==> config.mk <==
export PLATFORM = sky130hd
export DESIGN_NAME = multi_clock_divider_flat
export DESIGN_NICKNAME = d
export VERILOG_FILES = /design/src/rtl/multi_clock_divider_if.sv /design/src/rtl/multi_clock_divider.sv /design/src/flat_wrapper.sv
export SDC_FILE = /design/constraint.sdc
export NUM_CORES = 1
export LEC_CHECK = 0
export ABC_AREA = 1
export ABC_CLOCK_PERIOD_IN_PS = 5000
export BUFFER_PORTS_ARGS = -buffer_cell sky130_fd_sc_hd__buf_4
export CAP_MARGIN = 20
export CELL_PAD_IN_SITES_DETAIL_PLACEMENT = 1
export CELL_PAD_IN_SITES_GLOBAL_PLACEMENT = 1
export CORE_UTILIZATION = 45
export DETAILED_ROUTE_END_ITERATION = 8
export GPL_TIMING_DRIVEN = 0
export PLACE_DENSITY_LB_ADDON = 0.1
export SLEW_MARGIN = 20
export SYNTH_ARGS = -nofsm -noshare
export SYNTH_HDL_FRONTEND = slang
export SYNTH_SLANG_ARGS = --single-unit
==> constraint.sdc <==
create_clock -name clock -period 5 [get_ports clock]
set_input_delay 0.75 -clock clock [delete_from_list [all_inputs] [get_ports clock]]
set_output_delay 0.75 -clock clock [all_outputs]
set_load 0.02 [all_outputs]
==> src/rtl/multi_clock_divider_if.sv <==
// Configuration bus for multi_clock_divider.
//   cfg_we    : write strobe (master -> slave)
//   cfg_ch    : target channel
//   cfg_div   : half-period D in clock cycles (0 is rejected)
//   cfg_phase : phase delay P in cycles, used at the next restart
//   cfg_err   : one-cycle pulse after a rejected write (slave -> master)
//   pending   : per-channel flag, an accepted divide is waiting to commit
interface multi_clock_divider_if #(
  parameter int NUM_CH = 4,
  parameter int CNT_W  = 8,
  parameter int CH_W   = 2
);
  logic              cfg_we;
  logic [CH_W-1:0]   cfg_ch;
  logic [CNT_W-1:0]  cfg_div;
  logic [CNT_W-1:0]  cfg_phase;
  logic              cfg_err;
  logic [NUM_CH-1:0] pending;

  modport master (
    output cfg_we, cfg_ch, cfg_div, cfg_phase,
    input  cfg_err, pending
  );

  modport slave (
    input  cfg_we, cfg_ch, cfg_div, cfg_phase,
    output cfg_err, pending
  );
endinterface

==> src/rtl/multi_clock_divider.sv <==
// multi_clock_divider: NUM_CH independent clock dividers with programmable
// half-period and phase offset, glitch-free divide updates and a global
// re-align pulse.
//   clock   : system clock, all logic on its rising edge
//   reset   : synchronous, active-high
//   enable  : 0 freezes every channel (config writes and sync still work)
//   sync    : one-cycle pulse, restarts all channels aligned
//   cfg     : configuration bus (slave side)
//   clk_out : divided clocks, registered, 50% duty
//   tick    : one-cycle pulse in the cycle clk_out[i] first reads 1
module multi_clock_divider #(
  parameter int NUM_CH = 4,
  parameter int CNT_W  = 8,
  parameter int CH_W   = 2
) (
  input  logic                 clock,
  input  logic                 reset,
  input  logic                 enable,
  input  logic                 sync,
  multi_clock_divider_if.slave cfg,
  output logic [NUM_CH-1:0]    clk_out,
  output logic [NUM_CH-1:0]    tick
);

  typedef enum logic {ST_WAIT, ST_RUN} state_e;

  // d is the active half-period, ds the shadow awaiting commit, p the
  // programmed phase and p_act the phase latched at the last restart.
  typedef struct packed {
    state_e           st;
    logic [CNT_W-1:0] d;
    logic [CNT_W-1:0] ds;
    logic [CNT_W-1:0] p;
    logic [CNT_W-1:0] p_act;
    logic [CNT_W-1:0] cnt;
    logic             clk;
    logic             tick;
    logic             pend;
  } ch_t;

  ch_t               ch_q [NUM_CH];
  ch_t               ch_n [NUM_CH];
  logic              cfg_ok;
  logic [NUM_CH-1:0] wr_hit;
  logic              cfg_err_q;

  // Write decode: a write is accepted only for a real channel and D >= 1.
  always_comb begin
    cfg_ok = (cfg.cfg_div != '0) && (int'(cfg.cfg_ch) < NUM_CH);
    wr_hit = '0;
    for (int i = 0; i < NUM_CH; i++) begin
      wr_hit[i] = cfg.cfg_we && cfg_ok && (int'(cfg.cfg_ch) == i);
    end
  end

  always_comb begin
    for (int i = 0; i < NUM_CH; i++) begin
      // NOTE: every field starts from its held value so no path leaves it
      // unassigned; that is what keeps this block free of latches.
      ch_n[i]      = ch_q[i];
      ch_n[i].tick = 1'b0;

      // A running, enabled channel defers the divide to the next falling
      // toggle; otherwise (WAIT, frozen, or restarting) it loads at once.
      if (wr_hit[i]) begin
        ch_n[i].p = cfg.cfg_phase;
        if (ch_q[i].st == ST_RUN && enable && !sync) begin
          ch_n[i].ds   = cfg.cfg_div;
          ch_n[i].pend = 1'b1;
        end else begin
          ch_n[i].d    = cfg.cfg_div;
          ch_n[i].ds   = cfg.cfg_div;
          ch_n[i].pend = 1'b0;
        end
      end

      if (sync) begin
        if (ch_n[i].pend) ch_n[i].d = ch_n[i].ds;
        ch_n[i].pend  = 1'b0;
        ch_n[i].cnt   = '0;
        ch_n[i].clk   = 1'b0;
        ch_n[i].st    = ST_WAIT;
        ch_n[i].p_act = ch_n[i].p;
      end else if (enable) begin
        unique case (ch_q[i].st)
          ST_WAIT: begin
            if (ch_q[i].cnt == ch_q[i].p_act) begin
              ch_n[i].st  = ST_RUN;
              ch_n[i].cnt = '0;
            end else begin
              ch_n[i].cnt = ch_q[i].cnt + 1'b1;
            end
          end
          ST_RUN: begin
            if (ch_q[i].cnt == ch_q[i].d - 1'b1) begin
              ch_n[i].cnt = '0;
              ch_n[i].clk = ~ch_q[i].clk;
              if (!ch_q[i].clk) begin
                ch_n[i].tick = 1'b1;
              end else if (ch_q[i].pend) begin
                // Commit only on the falling toggle so the high phase that
                // just ended used the old D and the next period uses the new.
                ch_n[i].d = ch_q[i].ds;
                if (!wr_hit[i]) ch_n[i].pend = 1'b0;
              end
            end else begin
              ch_n[i].cnt = ch_q[i].cnt + 1'b1;
            end
          end
          default: ch_n[i].st = ST_WAIT;
        endcase
      end
    end
  end

  // NOTE: the per-channel register array is small control state, not a
  // RAM, so every entry is reset to a known divide and phase.
  always_ff @(posedge clock) begin
    if (reset) begin
      for (int i = 0; i < NUM_CH; i++) begin
        ch_q[i] <= '{st: ST_WAIT, d: CNT_W'(1), ds: CNT_W'(1), p: '0,
                     p_act: '0, cnt: '0, clk: 1'b0, tick: 1'b0, pend: 1'b0};
      end
      cfg_err_q <= 1'b0;
    end else begin
      // NOTE: non-blocking so every channel samples the pre-edge state.
      for (int i = 0; i < NUM_CH; i++) begin
        ch_q[i] <= ch_n[i];
      end
      cfg_err_q <= cfg.cfg_we && !cfg_ok;
    end
  end

  always_comb begin
    clk_out     = '0;
    tick        = '0;
    cfg.pending = '0;
    for (int i = 0; i < NUM_CH; i++) begin
      clk_out[i]     = ch_q[i].clk;
      tick[i]        = ch_q[i].tick;
      cfg.pending[i] = ch_q[i].pend;
    end
  end

  assign cfg.cfg_err = cfg_err_q;

endmodule
==> src/flat_wrapper.sv <==
// flat-port wrapper written by rule: the top's interface ports become plain ports
module multi_clock_divider_flat 
#(
  parameter int NUM_CH = 4,
  parameter int CNT_W  = 8,
  parameter int CH_W   = 2
)
  (clock, reset, enable, sync, clk_out, tick, cfg_cfg_we, cfg_cfg_ch, cfg_cfg_div, cfg_cfg_phase, cfg_cfg_err, cfg_pending);
  multi_clock_divider_if #(.NUM_CH(NUM_CH), .CNT_W(CNT_W), .CH_W(CH_W)) cfg_i ();
  input  logic clock;
  input  logic reset;
  input  logic enable;
  input  logic sync;
  output logic [NUM_CH-1:0] clk_out;
  output logic [NUM_CH-1:0] tick;
  input wire logic [$bits(cfg_i.cfg_we)-1:0] cfg_cfg_we;
  input wire logic [$bits(cfg_i.cfg_ch)-1:0] cfg_cfg_ch;
  input wire logic [$bits(cfg_i.cfg_div)-1:0] cfg_cfg_div;
  input wire logic [$bits(cfg_i.cfg_phase)-1:0] cfg_cfg_phase;
  output wire logic [$bits(cfg_i.cfg_err)-1:0] cfg_cfg_err;
  output wire logic [$bits(cfg_i.pending)-1:0] cfg_pending;
  assign cfg_i.cfg_we = cfg_cfg_we;
  assign cfg_i.cfg_ch = cfg_cfg_ch;
  assign cfg_i.cfg_div = cfg_cfg_div;
  assign cfg_i.cfg_phase = cfg_cfg_phase;
  assign cfg_cfg_err = cfg_i.cfg_err;
  assign cfg_pending = cfg_i.pending;
  multi_clock_divider #(.NUM_CH(NUM_CH), .CNT_W(CNT_W), .CH_W(CH_W)) u_core (.clock(clock), .reset(reset), .enable(enable), .sync(sync), .cfg(cfg_i), .clk_out(clk_out), .tick(tick));
endmodule
==> flow_metrics.env, run 1 <==
export IMPL_synth_mux_area_share_pct=0.1085
export IMPL_drc=0
export IMPL_clock_sinks=177
export IMPL_cpMostUsedCell="clkbuf_1"
export IMPL_core_area_sq_um=22640
export IMPL_postCtsSetupRepairBufs=0
export IMPL_crit_buf_inv=5
export IMPL_yosys_area_share_adder_pct=0.9648
export IMPL_r2r_slack_ns=2.36
export IMPL_critPathSlowestCell="clkbuf_1"
export IMPL_fin_nets=1686
export IMPL_dieHeight_um=153.8
export IMPL_wl_um=36750
export IMPL_end_kind="flop"
export IMPL_leakage_uw=0.005575
export IMPL_ys_seq_elements=177
export IMPL_io_buffers=33
export IMPL_ios=36
export IMPL_synth_nets=1634
export IMPL_rsz0062_at_grt="false"
export IMPL_maxCapViolCount=0
export IMPL_worst_pin_slew_ns=0.8650
export IMPL_cp_max_fo=10
export IMPL_final_hold_violation_count=0
export IMPL_holdCritPathClass="flop to flop"
export IMPL_cp_arrival_ns=2.93
export IMPL_cts_tree="done"
export IMPL_skew_ns=0.01146
export IMPL_dp_hpwl_um=26800
export IMPL_die_area_sq_um=23670
export IMPL_path_class="primary input to flop"
export IMPL_clockPowerShare_pct=39.1
export IMPL_antenna_left=0
export IMPL_globalplace_congestion=0.8877
export IMPL_fin_crit_sh_pct=52.83
export IMPL_synthXorXnorAreaFrac_pct=3.883
export IMPL_cts_buffers_inserted=17
export IMPL_fin_total_pwr_uw=3512
export IMPL_crit_path_start_kind="primary input"
export IMPL_worstPathCellList="buf_4 -> buf_2 -> nor2_1 -> inv_1 -> clkbuf_1 -> clkbuf_1 -> a21oi_1"
export IMPL_root_buffer="clkbuf_16"
export IMPL_reg2reg_from="u_core.ch_q[0][167]"
export IMPL_cts_max_level=4
export IMPL_vias=10770
export IMPL_antenna_cells=0
export IMPL_wl_per_cell_um=18.82
export IMPL_die_w_um=153.8
export IMPL_cp_required_ns=5.29
export IMPL_area_delta_synth_final_pct=11.48
export IMPL_clock_path_buffers=2
export IMPL_p_per_area_nw_per_um2=303.6
export IMPL_cts_resized=0
export IMPL_yosys_warnings=0
export IMPL_max_clock_freq_mhz=378.6
export IMPL_drive_above_1_share_pct=10.67
export IMPL_layout_common_cells="nand2_1 (438), inv_1 (208), nand3_1 (183)"
export IMPL_synth_distinct_cells=47
export IMPL_r2r_end="u_core.ch_q[0][169]"
export IMPL_synthArstFlopShare_pct=0
export IMPL_syn_inst=1603
export IMPL_drtPass1Iterations=5
export IMPL_synthSimpleGateAreaFrac_pct=36.23
export IMPL_nFillCells=3053
export IMPL_clk_pin_slew_ns=0.08
export IMPL_synth_main_ff_cell="dfxtp_1"
export IMPL_synth_edf_count=0
export IMPL_ys_seq_area_share_pct=34.15
export IMPL_run_status="finished clean"
export IMPL_num_rows=55
export IMPL_pwr_share_seq_pct=43.6
export IMPL_cp_slowest_stage_delay_ns=0.68
export IMPL_finalSetupViolations=0
export IMPL_synth_compound_area_share_pct=12.49
export IMPL_netSwitchingPower_uw=1122
export IMPL_fin_tns_setup_ns=0
export IMPL_switching_share_pct=31.94
export IMPL_clkLatencyLatePin_ns=0.44
export IMPL_syn_area_sq_um=10370
export IMPL_fin_crit_ns=2.641
export IMPL_viasPerCell=5.516
export IMPL_gr_usage_all_layers_pct=32.01
export IMPL_combPwrFrac_pct=17.4
export IMPL_antenna_found_initial=0
export IMPL_syn_area_per_cell_sq_um=6.472
export IMPL_drv_slew=0
export IMPL_r2r_cells=12
export IMPL_grt_pass1_wl_um=58520
export IMPL_grt_max_degree=18
export IMPL_relSlewSlack_pct=42.33
export IMPL_hold_start="u_core.ch_q[0][90]"
export IMPL_p_int_uw=2390
export IMPL_min_to="u_core.ch_q[0][89]"
export IMPL_hold_depth=1
export IMPL_synth_top_family_by_area="simple AND/OR/NAND/NOR gates"
export IMPL_layout_commonest_cell="nand2_1"
export IMPL_globalRoute_totalOverflow=0
export IMPL_hold_buffers=0
export IMPL_path_delay_family="buffers and inverters"
export IMPL_start_util_pct=45.82
export IMPL_drtIter0Drc=668
export IMPL_ir_drop_mv=0.1739
export IMPL_first_global_vias=10880
## layer usage
layer	track usage (%)	wire length, um	vias to the layer above
li1	-	-	5230
met1	40.06	16230	5233
met2	55.17	17620	236
met3	4.030	1516	73
met4	13.81	1386	0
met5	0	0	-
## cell type report
class                   instances  area, sq um  area share (%)
multi-input cells            1120         5569           48.15
flip-flops and latches        177         3543           30.64
inverters                     223        842.1           7.280
clock buffers                  18        439.2           3.797
plain buffers                  83        420.4           3.635
well taps                     285        356.6           3.083
repair buffers                 33        247.7           2.142
clock inverters                14        147.6           1.277
## power by group through the flow
stage	Clock [uW]	Combinational (uW)	Sequential, uW
floorplan	0	424	1540
global placement	0	576	1560
detailed placement	0	598	1560
CTS	1370	606	1530
global route	1440	683	1540
finish	1370	610	1530
## Yosys cell counts (3+ instances only)
library cell / count / area, sq um
nor2_2: 13 / 81.33
or2_1: 5 / 31.28
nand3b_1: 7 / 52.55
xnor2_1: 22 / 192.7
a22oi_1: 12 / 90.09
nand3_1: 183 / 915.9
o22a_1: 9 / 78.83
nand2_2: 8 / 50.05
dfxtp_1: 177 / 3543
clkbuf_1: 35 / 131.4
buf_4: 17 / 127.6
o211ai_1: 27 / 202.7
buf_1: 5 / 18.77
and2_1: 4 / 25.02
o21ai_1: 11 / 55.05
nor2_1: 104 / 390.4
nor2_4: 4 / 45.04
ha_1: 8 / 100.1
nand4_2: 3 / 37.54
nor4_1: 5 / 31.28
xor2_1: 24 / 210.2
o21ai_0: 73 / 365.4
buf_2: 21 / 105.1
nand2_1: 438 / 1644
a21oi_1: 85 / 425.4
or2_2: 17 / 106.4
nand4_1: 23 / 143.9
nor3_1: 10 / 50.05
clkbuf_2: 3 / 15.01
nand2_4: 5 / 56.30
o22ai_1: 4 / 25.02
inv_2: 12 / 45.04
o21a_1: 4 / 30.03
inv_1: 208 / 780.8
## sequential cells by signal (all words and copies together), names as in the netlist
| signal | count |
|---|---|
| u_core.cfg.cfg_err | 1 |
| u_core.ch_q | 176 |
## how the worst max path moves through the flow
stage                        start             endpoint  slack [ns]  cells past startpoint
2_1_floorplan       cfg_cfg_div[1]   u_core.ch_q[0][59]        2.92                     10
3_3_place_gp                  sync   u_core.ch_q[0][94]        1.96                      7
3_5_place_dp                  sync   u_core.ch_q[0][94]        1.94                      7
4_1_cts        u_core.ch_q[0][167]  u_core.ch_q[0][174]        2.34                     12
5_1_grt        u_core.ch_q[0][167]  u_core.ch_q[0][169]        2.15                     12
6_report                      sync  u_core.ch_q[0][138]        2.36                      7
## kinds of logic (layout without fill, tap and decap cells)
group                    count (synthesis)  after routing
AND/OR/NAND/NOR                        837            837
buffers and inverters                  306            371
AO/OA/AOI/OAI                          228            228
flip-flops                             177            177
XOR/XNOR                                46             46
adder cells (fa/ha/maj)                  8              8
multiplexers                             1              1
## metrics by stage
step	utilization, %	hold slack, ns	cell area, sq um	setup slack [ns]	std cells
2_1_floorplan	-	0.4243	10380	2.919	1603
3_3_place_gp	48.49	0.4522	10980	1.960	1921
3_5_place_dp	48.49	0.4532	10980	1.941	1921
4_1_cts	51.09	0.4647	11570	2.340	1953
5_1_grt	51.09	0.4963	11570	2.147	1953
6_report	51.09	0.4591	11570	2.359	1953
(Power assumes the default switching activity.)
==> inputs of run 2 (changes only) <==
--- a/config.mk
+++ b/config.mk
@@ -5,8 +5,8 @@
 export SDC_FILE = /design/constraint.sdc
 export NUM_CORES = 1
 export LEC_CHECK = 0
-export ABC_AREA = 1
-export ABC_CLOCK_PERIOD_IN_PS = 5000
+export ABC_AREA = 0
+export ABC_CLOCK_PERIOD_IN_PS = 2730
 export BUFFER_PORTS_ARGS = -buffer_cell sky130_fd_sc_hd__buf_4
 export CAP_MARGIN = 20
 export CELL_PAD_IN_SITES_DETAIL_PLACEMENT = 1
==> constraint.sdc (replaced) <==
create_clock -name clock -period 2.73 [get_ports clock]
set_input_delay 0.4095 -clock clock [delete_from_list [all_inputs] [get_ports clock]]
set_output_delay 0.4095 -clock clock [all_outputs]
set_load 0.02 [all_outputs]
==> flow_metrics.env, run 2 <==
export IMPL_p_per_area_nw_per_um2=554.5
export IMPL_end_kind="flop"
export IMPL_ir_drop_mv=0.3647
export IMPL_cpMostUsedCell="or3_4"
export IMPL_yosys_warnings=0
export IMPL_viasPerCell=6.147
export IMPL_cts_buffers_inserted=17
export IMPL_gr_usage_all_layers_pct=31.50
export IMPL_globalplace_congestion=0.8657
export IMPL_synth_area_leaders="dfxtp_1 (37%), nand2_1 (9.2%), a21oi_1 (6.4%)"
export IMPL_cp_required_ns=3.06
export IMPL_fin_nets=1275
export IMPL_dp_hpwl_um=24120
export IMPL_syn_area_per_cell_sq_um=7.959
export IMPL_netlist_area_leader_share_pct=37.01
export IMPL_relSlewSlack_pct=44.53
export IMPL_ios=36
export IMPL_crit_buf_inv=1
export IMPL_holdCritPathClass="primary input to flop"
export IMPL_netSwitchingPower_uw=1820
export IMPL_grt_pass1_wl_um=53140
export IMPL_vias=9380
export IMPL_maxCapViolCount=0
export IMPL_layout_common_cells="nand2_1 (235), dfxtp_1 (173), a21oi_1 (122)"
export IMPL_clock_sinks=177
export IMPL_p_int_uw=4172
export IMPL_first_global_vias=9380
export IMPL_synth_main_ff_cell="dfxtp_1"
export IMPL_antenna_cells=0
export IMPL_clockPowerShare_pct=41.4
export IMPL_startpoint="u_core.ch_q[0][81]"
export IMPL_skew_ns=0.01301
export IMPL_run_status="finished clean"
export IMPL_hold_buffers=0
export IMPL_drv_slew=0
export IMPL_wl_per_cell_um=22.07
export IMPL_drc=0
export IMPL_place_inst=1497
export IMPL_grt_max_degree=20
export IMPL_path_depth=7
export IMPL_r2r_cells=7
export IMPL_finalSetupViolations=0
export IMPL_critPathSlowestCell="or3_4"
export IMPL_crit_path_start_kind="flop"
export IMPL_dpl_instance_area_sq_um=10090
export IMPL_antenna_found_initial=0
export IMPL_reg2reg_from="u_core.ch_q[0][81]"
export IMPL_leakage_uw=0.003835
export IMPL_dieHeight_um=147.9
export IMPL_drtIter0Drc=675
export IMPL_post_route_cell_area_sq_um=10810
export IMPL_fin_crit_ns=2.648
export IMPL_ys_seq_elements=177
export IMPL_max_clock_freq_mhz=377.7
export IMPL_synth_most_common_cell="nand2_1"
export IMPL_cp_arrival_ns=2.97
export IMPL_top_register="u_core.ch_q"
export IMPL_die_area_sq_um=21860
export IMPL_antenna_left=0
export IMPL_hold_start="cfg_cfg_phase[5]"
export IMPL_start_util_pct=46.57
export IMPL_path_delay_family="simple AND/OR/NAND/NOR gates"
export IMPL_root_buffer="clkbuf_16"
export IMPL_nFillCells=2543
export IMPL_worst_pin_slew_ns=0.8321
export IMPL_cp_max_fo=8
export IMPL_hold_depth=3
export IMPL_drive_above_1_share_pct=9.952
export IMPL_io_buffers=24
export IMPL_area_delta_synth_final_pct=12.86
export IMPL_syn_inst=1203
export IMPL_yosysTopAreaCell="dfxtp_1"
export IMPL_wl_um=33680
export IMPL_final_hold_violation_count=0
export IMPL_clkLatencyLatePin_ns=0.44
export IMPL_cp_slowest_stage_delay_ns=0.44
export IMPL_layout_commonest_cell="nand2_1"
export IMPL_die_w_um=147.9
export IMPL_core_area_sq_um=20560
export IMPL_ys_seq_area_share_pct=37.01
export IMPL_switching_share_pct=30.37
export IMPL_post_layout_nonfiller_instances=1526
export IMPL_clk_pin_slew_ns=0.08
export IMPL_clock_path_buffers=2
export IMPL_cts_max_level=4
export IMPL_synthArstFlopShare_pct=0
export IMPL_pwr_share_seq_pct=46.2
export IMPL_fin_crit_sh_pct=96.99
export IMPL_synth_nets=1234
export IMPL_syn_area_sq_um=9574
export IMPL_fin_total_pwr_uw=5992
export IMPL_cts_tree="done"
export IMPL_drtPass1Iterations=5
export IMPL_globalRoute_totalOverflow=0
export IMPL_synth_distinct_cells=60
export IMPL_synth_common_cells="nand2_1 (235), dfxtp_1 (177), a21oi_1 (123), clkbuf_1 (99), nand3_1 (42)"
export IMPL_synth_edf_count=0
export IMPL_combPwrFrac_pct=12.4
export IMPL_path_class="flop to flop"
export IMPL_num_rows=52
export IMPL_fin_hold_ws_ns=0.2766
export IMPL_largest_reg_flops=176
export IMPL_worstPathCellList="or3_4 -> or3_4 -> a2111oi_4 -> o211ai_2 -> or2_1 -> buf_6 -> a311o_1"
run 2: cell count changes after synthesis, sizes merged, moves of 17 or more:
cell and delta:
nand2 -216, inv -205, nand3 -144, nor2 -101, clkbuf +61, o21ai -49, a21oi +38, nor4 +34
mux2 +28, o22a +23, mux2i +18, xnor2 +18, buf -17, or2 -17
run 2: final timing paths:
check | end | slack, ns
setup / recovery | u_core.ch_q[0][83] | 0.08
hold / removal | u_core.ch_q[0][112] | 0.28
setup reg to reg | u_core.ch_q[0][83] | 0.08
hold reg to reg | u_core.ch_q[0][157] | 0.46
run 2: cells by family after synthesis:
kind of cell               share of synthesized area, %
adders and majority gates                         1.046
xor gates and xnor gates                          6.770
DFF                                               37.01
and+or+nand+nor                                   22.53
muxes                                             5.293
buffers and inverters                             6.247
AOI/OAI and AO/OA                                 21.11
run 2: routing by layer:
| metal | vias to the layer above | track usage, % | share of wire [%] |
|---|---|---|---|
| met4 | 0 | 9.588 | 2.2 |
| met1 | 4662 | 43.47 | 47 |
| met2 | 295 | 49.79 | 45 |
| li1 | 4367 | - | - |
| met5 | - | 0 | 0 |
| met3 | 56 | 5.741 | 5.5 |
run 2: what timing repair did:
action,in CTS,in global routing
pin swaps,1,2
endpoints found under the hold margin,0,0
setup buffers,5,0
gates resized for setup,16,15
gates cloned,0,0
setup endpoints to repair,61,60
run 2: worst register-to-register path, delay by kind of cell, from the launching register on:
kind / cells / cell delay [ns]
AOI/OAI and AO/OA: 3 / 0.85
buffers and inverters: 1 / 0.14
DFF: 1 / 0.39
and+or+nand+nor: 3 / 1.16
run 2: power groups by stage:
stage | Sequential, uW | Clock (uW) | Combinational (uW)
2_1_floorplan | 2790 | 0 | 507
3_3_place_gp | 2810 | 0 | 705
3_5_place_dp | 2820 | 0 | 721
4_1_cts | 2760 | 2500 | 728
5_1_grt | 2780 | 2590 | 811
6_report | 2770 | 2480 | 745
run 2: final cells by class:
cell class | count | area, sq um | share of cell area [%]
inverters | 17 | 63.81 | 0.5905
clock inverters | 14 | 167.7 | 1.552
repair buffers | 29 | 217.7 | 2.015
multi-input cells | 882 | 5524 | 51.12
well taps | 270 | 337.8 | 3.126
flip-flops and latches | 177 | 3548 | 32.84
clock buffers | 17 | 425.4 | 3.937
plain buffers | 120 | 520.5 | 4.817
run 2: stage by stage:
stage	util (%)	setup TNS [ns]	worst slack (ns)
after CTS	52.24	0	0.009658
after global placement	49.09	-30.73	-0.5282
after floorplan	-	0	0.06265
after detailed placement	49.09	-33.92	-0.5468
after global routing	52.56	-0.1165	-0.03971
final	52.56	0	0.08225
==> inputs of run 3 (changes only) <==
--- a/config.mk
+++ b/config.mk
@@ -14,8 +14,7 @@
 export CORE_UTILIZATION = 45
 export DETAILED_ROUTE_END_ITERATION = 8
 export GPL_TIMING_DRIVEN = 0
-export PLACE_DENSITY_LB_ADDON = 0.1
-export SLEW_MARGIN = 20
+export PLACE_DENSITY = 0.88
 export SYNTH_ARGS = -nofsm -noshare
 export SYNTH_HDL_FRONTEND = slang
 export SYNTH_SLANG_ARGS = --single-unit
==> flow_metrics.env, run 3 (synthesized netlist as in run 2, its figures left out) <==
export IMPL_run_status="finished, violations left"
export IMPL_violations="design-rule violations"
export IMPL_fin_nets=1276
export IMPL_core_area_sq_um=20560
export IMPL_relSlewSlack_pct=46.53
export IMPL_setup_ws_ns=0.05932
export IMPL_pre_cts_slack_ns=-0.5943
export IMPL_layout_common_cells="nand2_1 (235), dfxtp_1 (173), a21oi_1 (122)"
export IMPL_drc=4
export IMPL_ir_drop_mv=0.4579
export IMPL_finalSetupViolations=0
export IMPL_critPathSlowestCell="dfxtp_1"
export IMPL_fin_crit_sh_pct=97.83
export IMPL_num_rows=52
export IMPL_post_route_util_pct=52.57
export IMPL_cp_max_fo=8
export IMPL_wl_um=34140
export IMPL_viasPerCell=6.291
export IMPL_die_w_um=147.9
export IMPL_hold_buffers=0
export IMPL_largest_reg_flops=176
export IMPL_area_delta_synth_final_pct=12.89
export IMPL_top_register="u_core.ch_q"
export IMPL_met2_usage_pct=51.39
export IMPL_grt_use_met1_pct=41.15
export IMPL_end_kind="flop"
export IMPL_start_util_pct=46.57
export IMPL_r2r_cells=8
export IMPL_fin_crit_ns=2.671
export IMPL_grt_util_met3_pct=5.278
export IMPL_drive_above_1_share_pct=10.25
export IMPL_max_clock_freq_mhz=374.4
export IMPL_clock_path_buffers=2
export IMPL_fin_hold_ws_ns=0.2605
export IMPL_wl_per_cell_um=22.33
export IMPL_vias=9619
export IMPL_cts_max_level=4
export IMPL_leakage_uw=0.003841
export IMPL_gr_usage_all_layers_pct=31.69
export IMPL_grt_pass1_wl_um=53300
export IMPL_clk_pin_slew_ns=0.07
export IMPL_antenna_left=0
export IMPL_hold_depth=2
export IMPL_io_buffers=24
export IMPL_clkLatencyLatePin_ns=0.45
export IMPL_maxCapViolCount=0
export IMPL_fin_tns_setup_ns=0
export IMPL_final_hold_violation_count=0
export IMPL_layout_commonest_cell="nand2_1"
export IMPL_skew_ns=0.009751
export IMPL_drtIter0Drc=887
export IMPL_path_class="flop to flop"
export IMPL_worst_pin_slew_ns=0.8021
export IMPL_r2r_end="u_core.ch_q[0][169]"
export IMPL_nFillCells=2515
export IMPL_cp_required_ns=3.07
export IMPL_clock_sinks=177
export IMPL_drv_slew=0
export IMPL_globalRoute_totalOverflow=0
export IMPL_cts_tree="done"
export IMPL_grt_busiest_layer="met2"
export IMPL_r2r_slack_ns=0.06
export IMPL_worstPathCellList="inv_1 -> ha_2 -> nor2b_1 -> or3_1 -> a31o_1 -> a211o_4 -> or2_4 -> a221o_1"
export IMPL_hold_start="cfg_cfg_we"
export IMPL_dieHeight_um=147.9
export IMPL_drtPass1Iterations=7
export IMPL_root_buffer="clkbuf_16"
export IMPL_first_global_vias=9616
export IMPL_min_to="u_core.cfg.cfg_err"
export IMPL_antenna_found_initial=1
export IMPL_cp_slowest_stage_delay_ns=0.46
export IMPL_globalplace_congestion=0.8932
export IMPL_holdCritPathClass="primary input to flop"
export IMPL_p_per_area_nw_per_um2=557.6
export IMPL_ios=36
export IMPL_fin_total_pwr_uw=6027
export IMPL_grt_max_degree=19
export IMPL_reg2reg_from="u_core.ch_q[0][168]"
export IMPL_cp_arrival_ns=3.01
export IMPL_dp_hpwl_um=24180
export IMPL_cts_buffers_inserted=17
export IMPL_die_area_sq_um=21860
export IMPL_crit_path_start_kind="flop"
## run 3: changes by cell type in the layout (fill, tap and decap cells not counted), sizes merged
cell      previous run  this run
diode                0         1
clkinv              11         4
inv                 20        24
buf                 58        59
clkinvlp             0         2
clkbuf             108       110
## run 3: cell type report
type | count | area, sq um | share of cell area [%]
repair buffers | 31 | 230.2 | 2.130
clock inverters | 13 | 136.4 | 1.262
plain buffers | 119 | 515.5 | 4.770
inverters | 17 | 63.81 | 0.5904
clock buffers | 19 | 452.9 | 4.191
diodes | 1 | 2.502 | 0.02315
multi-input cells | 882 | 5515 | 51.03
flip-flops and latches | 177 | 3553 | 32.88
well taps | 270 | 337.8 | 3.126
## run 3: stage by stage
stage,area (sq um),std cells
after CTS,10730,1527
after global routing,10810,1528
after floorplan,9575,1203
after detailed placement,10090,1497
after global placement,10090,1497
final,10810,1529
## run 3: how the worst max path moves through the flow
stage	startpoint	to	slack, ns	cells past startpoint
3_5_place_dp	cfg_cfg_div[1]	u_core.ch_q[0][105]	-0.59	9
5_1_grt	u_core.ch_q[0][125]	u_core.ch_q[0][128]	-0.006	8
6_report	u_core.ch_q[0][168]	u_core.ch_q[0][169]	0.06	8
4_1_cts	u_core.ch_q[0][123]	u_core.ch_q[0][129]	0.003	10
3_3_place_gp	cfg_cfg_div[1]	u_core.ch_q[0][105]	-0.46	9
2_1_floorplan	u_core.ch_q[0][167]	u_core.ch_q[0][169]	0.06	11
## run 3: critical path: cells and delay by family (launching register included)
kind,cells,cell delay (ns)
compound gates,3,0.95
buf+inv,1,0.10
flops,1,0.46
simple gates,3,0.80
fa+ha+maj,1,0.24
## run 3: report_power, final
group / switching [uW] / internal [uW]
registers: 94.0 / 2670
logic: 483 / 270
clock network: 1240 / 1270
total: 1810 / 4210
## run 3: routing by layer
metal  routed length, um  vias up
met5                   0        -
met3                2735      104
met4                1263        0
met1               14390     4681
li1                    -     4372
met2               15750      462
## run 3: timing repair
action,in CTS,in global routing
setup buffers,3,3
setup endpoints to repair,63,58
resized for setup,14,19
pin swaps,2,0
gates cloned,0,0
